File: src/rtl/fifo_pkg.sv
// Shared defaults and status type for the DPRAM-backed FIFO controller and
// its checkers.
package fifo_pkg;

  localparam int FIFO_DATA_W = 8;
  localparam int FIFO_ADDR_W = 6;
  localparam int FIFO_DEPTH  = 2 ** FIFO_ADDR_W;
  localparam int FIFO_AF_TH  = 60;
  localparam int FIFO_AE_TH  = 4;

  typedef struct packed {
    logic full;
    logic empty;
    logic almost_full;
    logic almost_empty;
  } fifo_status_t;

endpackage

File: src/rtl/fifo_flags.sv
// Pure combinational decode of a FIFO occupancy count into the four status
// flags; usable by any FIFO that keeps an explicit count.
module fifo_flags
  import fifo_pkg::*;
#(
  parameter int CNT_W = FIFO_ADDR_W + 1,
  parameter int DEPTH = FIFO_DEPTH,
  parameter int AF_TH = FIFO_AF_TH,
  parameter int AE_TH = FIFO_AE_TH
) (
  input  logic [CNT_W-1:0] count,
  output fifo_status_t     status
);

  localparam logic [CNT_W-1:0] DEPTH_C = CNT_W'(DEPTH);
  localparam logic [CNT_W-1:0] AF_C    = CNT_W'(AF_TH);
  localparam logic [CNT_W-1:0] AE_C    = CNT_W'(AE_TH);

  always_comb begin
    status.full         = (count == DEPTH_C);
    status.empty        = (count == '0);
    status.almost_full  = (count >= AF_C);
    status.almost_empty = (count <= AE_C);
  end

endmodule

File: src/rtl/fifo_dpram_ctrl.sv
// FIFO controller driving both ports of an external single-clock true DPRAM
// (port A writes, port B reads). Define FIFO_ERR_EN for the sticky error port.
module fifo_dpram_ctrl
  import fifo_pkg::*;
#(
  parameter int DATA_W = FIFO_DATA_W,
  parameter int ADDR_W = FIFO_ADDR_W,
  parameter int AF_TH  = FIFO_AF_TH,
  parameter int AE_TH  = FIFO_AE_TH
) (
  input  logic              clk,
  input  logic              reset_L,
  input  logic              push,
  input  logic [DATA_W-1:0] data_in,
  input  logic              pop,
  output logic [DATA_W-1:0] data_out,
  output logic              valid_out,
  output logic              full,
  output logic              empty,
  output logic              almost_full,
  output logic              almost_empty,
  output logic [ADDR_W:0]   count,
  output logic [ADDR_W-1:0] mem_addr_a,
  output logic [DATA_W-1:0] mem_data_a,
  output logic              mem_we_a,
  output logic [ADDR_W-1:0] mem_addr_b,
  output logic [DATA_W-1:0] mem_data_b,
  output logic              mem_we_b,
  input  logic [DATA_W-1:0] mem_q_b
`ifdef FIFO_ERR_EN
  ,
  output logic              error
`endif
);

  localparam int DEPTH = 2 ** ADDR_W;

  logic [ADDR_W-1:0] wr_ptr_q, wr_ptr_d;
  logic [ADDR_W-1:0] rd_ptr_q, rd_ptr_d;
  logic [ADDR_W:0]   count_q, count_d;
  logic              rd_pend_q, rd_pend_d;
  logic              valid_q, valid_d;
  logic [DATA_W-1:0] data_out_q, data_out_d;
  logic              push_ok, pop_ok;
  fifo_status_t      status;

  fifo_flags #(
    .CNT_W(ADDR_W + 1),
    .DEPTH(DEPTH),
    .AF_TH(AF_TH),
    .AE_TH(AE_TH)
  ) u_flags (
    .count (count_q),
    .status(status)
  );

  // Requests are qualified by reset_L so the RAM sees no write while reset is held.
  always_comb begin
    push_ok = push && !status.full && reset_L;
    pop_ok  = pop && !status.empty && reset_L;
  end

  always_comb begin
    wr_ptr_d   = wr_ptr_q;
    rd_ptr_d   = rd_ptr_q;
    count_d    = count_q;
    rd_pend_d  = pop_ok;
    valid_d    = rd_pend_q;
    data_out_d = data_out_q;
    if (push_ok) wr_ptr_d = wr_ptr_q + 1'b1;
    if (pop_ok)  rd_ptr_d = rd_ptr_q + 1'b1;
    case ({push_ok, pop_ok})
      2'b10:   count_d = count_q + 1'b1;
      2'b01:   count_d = count_q - 1'b1;
      default: count_d = count_q;
    endcase
    // RAM output is valid the cycle after the pop; capture it one edge later.
    if (rd_pend_q) data_out_d = mem_q_b;
  end

  always_ff @(posedge clk or negedge reset_L) begin
    if (!reset_L) begin
      wr_ptr_q   <= '0;
      rd_ptr_q   <= '0;
      count_q    <= '0;
      rd_pend_q  <= 1'b0;
      valid_q    <= 1'b0;
      data_out_q <= '0;
    end else begin
      wr_ptr_q   <= wr_ptr_d;
      rd_ptr_q   <= rd_ptr_d;
      count_q    <= count_d;
      rd_pend_q  <= rd_pend_d;
      valid_q    <= valid_d;
      data_out_q <= data_out_d;
    end
  end

`ifdef FIFO_ERR_EN
  logic error_q, error_d;

  always_comb begin
    error_d = error_q | (push && status.full) | (pop && status.empty);
  end

  always_ff @(posedge clk or negedge reset_L) begin
    if (!reset_L) error_q <= 1'b0;
    else          error_q <= error_d;
  end

  assign error = error_q;
`endif

  always_comb begin
    mem_we_a     = push_ok;
    mem_addr_a   = wr_ptr_q;
    mem_data_a   = data_in;
    mem_addr_b   = rd_ptr_q;
    mem_data_b   = '0;
    mem_we_b     = 1'b0;
    data_out     = data_out_q;
    valid_out    = valid_q;
    count        = count_q;
    full         = status.full;
    empty        = status.empty;
    almost_full  = status.almost_full;
    almost_empty = status.almost_empty;
  end

endmodule

File: config.mk
export PLATFORM = sky130hd
export DESIGN_NAME = fifo_dpram_ctrl
export DESIGN_NICKNAME = d
export VERILOG_FILES = /design/src/rtl/fifo_pkg.sv /design/src/rtl/fifo_flags.sv /design/src/rtl/fifo_dpram_ctrl.sv
export SDC_FILE = /design/constraint.sdc
export NUM_CORES = 1
export LEC_CHECK = 0
export ABC_AREA = 1
export CORE_ASPECT_RATIO = 1.5
export CORE_UTILIZATION = 43
export DETAILED_ROUTE_END_ITERATION = 10
export PLACE_DENSITY = 0.79
export SETUP_SLACK_MARGIN = 0.15
export SYNTH_ARGS = -nofsm -noshare
export SYNTH_HDL_FRONTEND = slang
export SYNTH_SLANG_ARGS = --single-unit
File: constraint.sdc
create_clock -name clk -period 3 [get_ports clk]
set_input_delay 0.6 -clock clk [delete_from_list [all_inputs] [get_ports clk]]
set_output_delay 0.6 -clock clk [all_outputs]
set_load 0.005 [all_outputs]
; ---- Word-level counts from Yosys, hierarchy flattened
; Index checks and enable logic that the tools add are counted.
[word_totals]
reg_bits = 29
latchBits = 0
mem_bits_rw = 0
romBits = 0
inputBits = 20
output_inout_bits = 50
word_cells = 24
n_memories = 0
[op_classes]
add_sub_neg = 4
mul = 0
div = 0
magnitude_cmp = 2
n_eq_ne = 3
shift = 0
n_mux = 1
bitwise = 0
n_reduce_logical = 8
[op_table]
columns = operator, n
row1 = $pmux W7 S2, 1
row2 = $add A6 B1 Y6 const B, 2
row3 = $add A7 B1 Y7 const B, 1
row4 = $eq A7 B7 Y1 const B, 1
row5 = $ge A7 B6 Y1 const B, 1
row6 = $le A7 B3 Y1 const B, 1
row7 = $logic_not A7 Y1, 1
row8 = $sub A7 B1 Y7 const B, 1
row9 = $logic_and A1 B1 Y1, 4
row10 = $eq A2 B1 Y1 const B, 1
row11 = $eq A2 B2 Y1 const B, 1
row12 = $logic_not A1 Y1, 2
row13 = $reduce_bool A2 Y1, 1

; ---- Depth between registers and ports, before layout
; Gate-level depths: netlist of run 1.
[depth]
ltp_word = 6
depth_mapped = 15
depth_no_buf = 15

; ---- Modules after synthesis
; Synthesis of run 1 repeated with hierarchy kept, for this count alone.
[hier_totals]
cells_unflattened = 184
area_unflattened_um2 = 1651.6
[by_module_without_submodules]
columns = module, n_inst, cells_per_inst, area_per_inst_um2, seq_area_each_um2
row1 = fifo_dpram_ctrl, 1, 166, 1580.3, 725.7
row2 = fifo_flags, 1, 18, 71.3, 0.0

; ---- Worst setup path before layout of run 1
; OpenSTA, ideal clock, no wires.
[synth_timing]
path_kind = input-to-reg
startpoint = input port reset_L
endpoint = register count_q[6], in the netlist count[6]
setup_time_ps = 65
arrival_time_ps = 2104
required_ps = 2935
setup_slack_ps = 831
path_stages = 13
path_buffers = 0
path_cell_list = nand2_1 o21bai_4 inv_2 ha_1 inv_1 fa_1 inv_1 nand2_1 nand2_1 nand3_1 nand3_1 nand3_1 nand2_1
[synth_between]
elab_chain_len = 3
elab_cells_between_ends = 6
classes_between = 2 x eq/ne / 1 x mux / 3 x reduce/logical
[synth_rtl]
columns = element, line
row1 = "start, declared", fifo_dpram_ctrl.sv:12  ; input logic reset_L,
row2 = $logic_and A1 B1 Y1 *, fifo_dpram_ctrl.sv:60  ; pop_ok = pop && !status.empty && reset_L;
row3 = named net pop_ok, fifo_dpram_ctrl.sv:44  ; logic push_ok, pop_ok;
row4 = $eq A2 B1 Y1 / $eq A2 B2 Y1 (equally long branches), fifo_dpram_ctrl.sv:72  ; case ({push_ok, pop_ok})
row5 = $pmux W7 S2 / $reduce_bool A2 Y1 (equally long branches), -
row6 = "end signal, assigned", fifo_dpram_ctrl.sv:92  ; count_q <= count_d;
row7 = "end, declared", fifo_dpram_ctrl.sv:40  ; logic [ADDR_W:0] count_q, count_d;
; Mark *: on every way through the listed nets, which the timed path passes. The rest lies on a longest branch.
; A chain may end at the register's enable or synchronous reset.

; ---- Worst setup path in the final report of run 1
[layout_timing]
startpoint = input port reset_L
endpoint = output port mem_we_a
[layout_between]
elab_chain_len = 1
[layout_rtl]
columns = element, line
row1 = $logic_and A1 B1 Y1, fifo_dpram_ctrl.sv:59  ; push_ok = push && !status.full && reset_L;
row2 = "end, declared", fifo_dpram_ctrl.sv:25  ; output logic mem_we_a,
; No other way between the ends.

==> implementation parameters, run 1 <==
Parameter                              Value

Run status
  Result of the run    finished clean

Worst setup path
  Worst-case reg-to-reg path depth    15
  Data arrival time of the critical path    between 2000 and 2500 ps
  Worst-path cell chain    clkdlybuf4s50_1 -> nand2_1 -> nor2_4 -> buf_4 -> clkdlybuf4s50_1
  Kind of critical path    input pin to output port
  Critical path peak fanout    11
  Critical path's most frequent cell    clkdlybuf4s50_1
  Startpoint class of the critical path    input pin
  Standard cell with the maximum stage delay on the critical path    clkdlybuf4s50_1
  Crit path capture type    output port
  Peak per-stage delay on the critical path    about 560 ps
  Data required time of the critical path    about 2400 ps

Place
  Placed Area    roughly 0.0022 mm^2
  Buffers added on ports    44
  Sum of net half-perimeters after detailed placement    roughly 2700 um
  Gp weighted congestion    about 0.87

Yosys
  Largest cells by area after synthesis    dfrtp_1 (41%), nand2_1 (11%), buf_4 (7.2%)
  Post-synthesis share of cell area spent on xor and xnor gates    approximately 4.9%
  Synthesized instance count    slightly above 200
  Yosys synthesis warning count    0
  Average size of a mapped cell    8.703 um^2
  Main combinational cell family by area after synthesis    simple AND/OR/NAND/NOR gates
  Proportion of synthesized chip area in sequential cells    41.08%
  Synthesized-area fraction occupied by and/or/nand/nor cells    22.24%
  Adder-cell share of the synthesized area    under 10%
  Count of cell types in the netlist    30
  Syn Std Cell Area    ~0.0018 mm^2
  Yosys reg bits    29
  Share of Yosys cell area claimed by the top area cell type    around 40%
  Cell type with the highest aggregate area in the netlist    dfrtp_1
  Compound-cell area share of the yosys netlist    6.020%
  Share of cell area taken by muxes after synthesis    5.099%

Clocking
  Post-CTS sizing    0
  Clk_lat worst skew    between 200 and 300 ps
  Post-CTS repair timing setup buffer count    0
  Number of hold buffers added after cts    0
  Clock tree from TritonCTS    built
  Clock Sink Count    29
  H-tree levels    2
  Number of buffers inserted during clock tree synthesis    5
  Root Buffer Master    clkbuf_8
  Clock slew at reported path FFs    ~60 ps
  Clk buf depth    2

Routing
  Router iterations before antenna repair    4
  Count of routing violations after the opening detailed-route iteration    15
  Routed via count divided by cell count    4.942
  DRC errors left    0
  Routed WL    about 3600 um
  Via total after detailed routing    between 1k and 1.5k
  Detail-routed net length per standard cell    ~12 um
  Detail Route Antenna Nets    0

Pwr
  Maximum ir drop on the vdd rail    between 0.6 and 0.7 mV
  Cell Pwr Density    933.8 mW/mm^2
  Leakage Power    around 1.1 nW

Die
  Initial standard-cell utilization of the core    45.03%
  IO Pins    70
  Die Width    about 54 um
  Site Rows    28
  Floorplan core area    slightly below 0.004 mm^2
  Floorplan die area    approximately 0.0044 mm^2
  Die Span Y    80.51 um

Finish
  Most common cell after layout, fill and taps aside    nand2_1
  Relative area change from synthesis to final layout    30.74%
  Final #Nets    275
  Total inserted antenna cells    0
  Most frequent cells in the layout    nand2_1 (54), clkdlybuf4s50_1 (44), dfrtp_1 (29), inv_1 (20), nand3_1 (16)
  Core occupancy in the finished layout    roughly three fifths
  Ratio of cells with drive above 1 in the final layout    about 15%
  Final std cell area, no fill    around 0.0023 mm^2

Global route
  Number of antenna violations at the first check in global routing    0
  Sum of overflow across all layers after global routing    0
  Total Routing Usage GR    19.13%
  Via count of the first global-routing pass    1,416
  First-pass GRT wire length    between 6000 and 7000 um
  Largest net degree at the start of global routing    26

Timing
  Final Slew Violations    0
  Fin. Hold Viols    0
  Clock skew after layout    between 6 and 7 ps
  Sum of negative setup slack    0 ps
  Setup repair after global routing missed its margin    no
  Highest achievable clock rate    about 370 MHz
  Final clock period utilization by the worst path    around nine tenths
  Setup-failing EPs final    0
  Final critical-path required period    2712 ps

Min path
  Worst Hold Path Cells    1
  Hold WC Path Type    register to register

Flow run
  Count of maximum capacitance violations    0
power breakdown:
group          internal, mW  switching, mW
sequential            0.532          0.188
clock                 0.330          0.152
combinational         0.517          0.437
total                  1.38          0.777
worst max-delay path: cells and delay by family:
family | cells | cell delay, ps
buffers and inverters | 3 | 1270
AND/OR/NAND/NOR | 2 | 240
registers in the layout (all words and copies together), names as in the netlist:
| signal | cells |
|---|---|
| valid_out | 1 |
| rd_pend_q | 1 |
| data_out | 8 |
| mem_addr_b | 6 |
| count | 7 |
| mem_addr_a | 6 |
worst paths after layout:
check	startpoint	endpoint	slack [ps]
setup / recovery	reset_L	mem_we_a	290
hold reg to reg	data_out[3]	data_out[3]	500
min in group asynchronous	reset_L	count[1]	720
setup reg to reg	count[5]	count[6]	520
max in group asynchronous	reset_L	mem_addr_a[2]	1930
hold / removal	data_out[3]	data_out[3]	500
synthesized netlist by cell type, drive strengths merged:
| cell type | n |
|---|---|
| mux2 | 8 |
| a21oi | 4 |
| nor3 | 1 |
| conb | 1 |
| nand3b | 2 |
| nor2 | 10 |
| clkbuf | 1 |
| xor2 | 5 |
| o21ai | 10 |
| fa | 1 |
| buf | 19 |
| inv | 25 |
| nand2 | 55 |
| xnor2 | 4 |
| o21bai | 1 |
| nand3 | 17 |
| ha | 8 |
| o22ai | 1 |
| dfrtp | 29 |
| nand4 | 1 |
routing by layer:
| layer | vias up | share of wire [%] | wire length [um] | GRT usage, % |
|---|---|---|---|---|
| li1 | 700 | - | - | - |
| met1 | 692 | 40 | 1444 | 19.26 |
| met2 | 42 | 53 | 1894 | 33.66 |
| met3 | 9 | 5.1 | 185 | 5.682 |
| met4 | 0 | 2.3 | 82 | 9.744 |
| met5 | - | 0 | 0 | 0 |
per-stage QoR:
stage | worst slack [ps] | instances | hold slack (ps) | power [mW]
4_1_cts | 273.8 | 292 | 508.1 | 2.178
3_5_place_dp | 61.04 | 284 | 494.5 | 1.680
2_1_floorplan | 831.5 | 211 | 304.4 | 1.228
6_report | 287.9 | 292 | 503.4 | 2.157
5_1_grt | 202.7 | 292 | 527.0 | 2.333
3_3_place_gp | 176.9 | 284 | 487.5 | 1.656
cells by family (layout without fill, tap and decap cells):
logic type	count (synthesis)	count (layout)
buf+inv	45	81
mux	8	8
other cells	1	9
simple gates	86	86
xor+xnor	9	9
flops	29	29
compound gates	16	16
fa+ha+maj	9	9
final cells by class:
| class | instances | area (um^2) |
|---|---|---|
| fill | 351 | 1614 |
| clock buffer | 5 | 68.82 |
| multi-input combinational | 137 | 829.5 |
| clock inverter | 3 | 65.06 |
| sequential | 29 | 725.7 |
| tap | 45 | 56.30 |
| inverter | 25 | 93.84 |
| timing repair buffer | 48 | 470.5 |
Note: power is estimated with default switching activity, not from simulation.
==> run 2, diff against run 1 <==
CAP_MARGIN = 25   (was default)
==> results of run 2 <==
Final layout, timing and power as in run 1 (identical DEF).
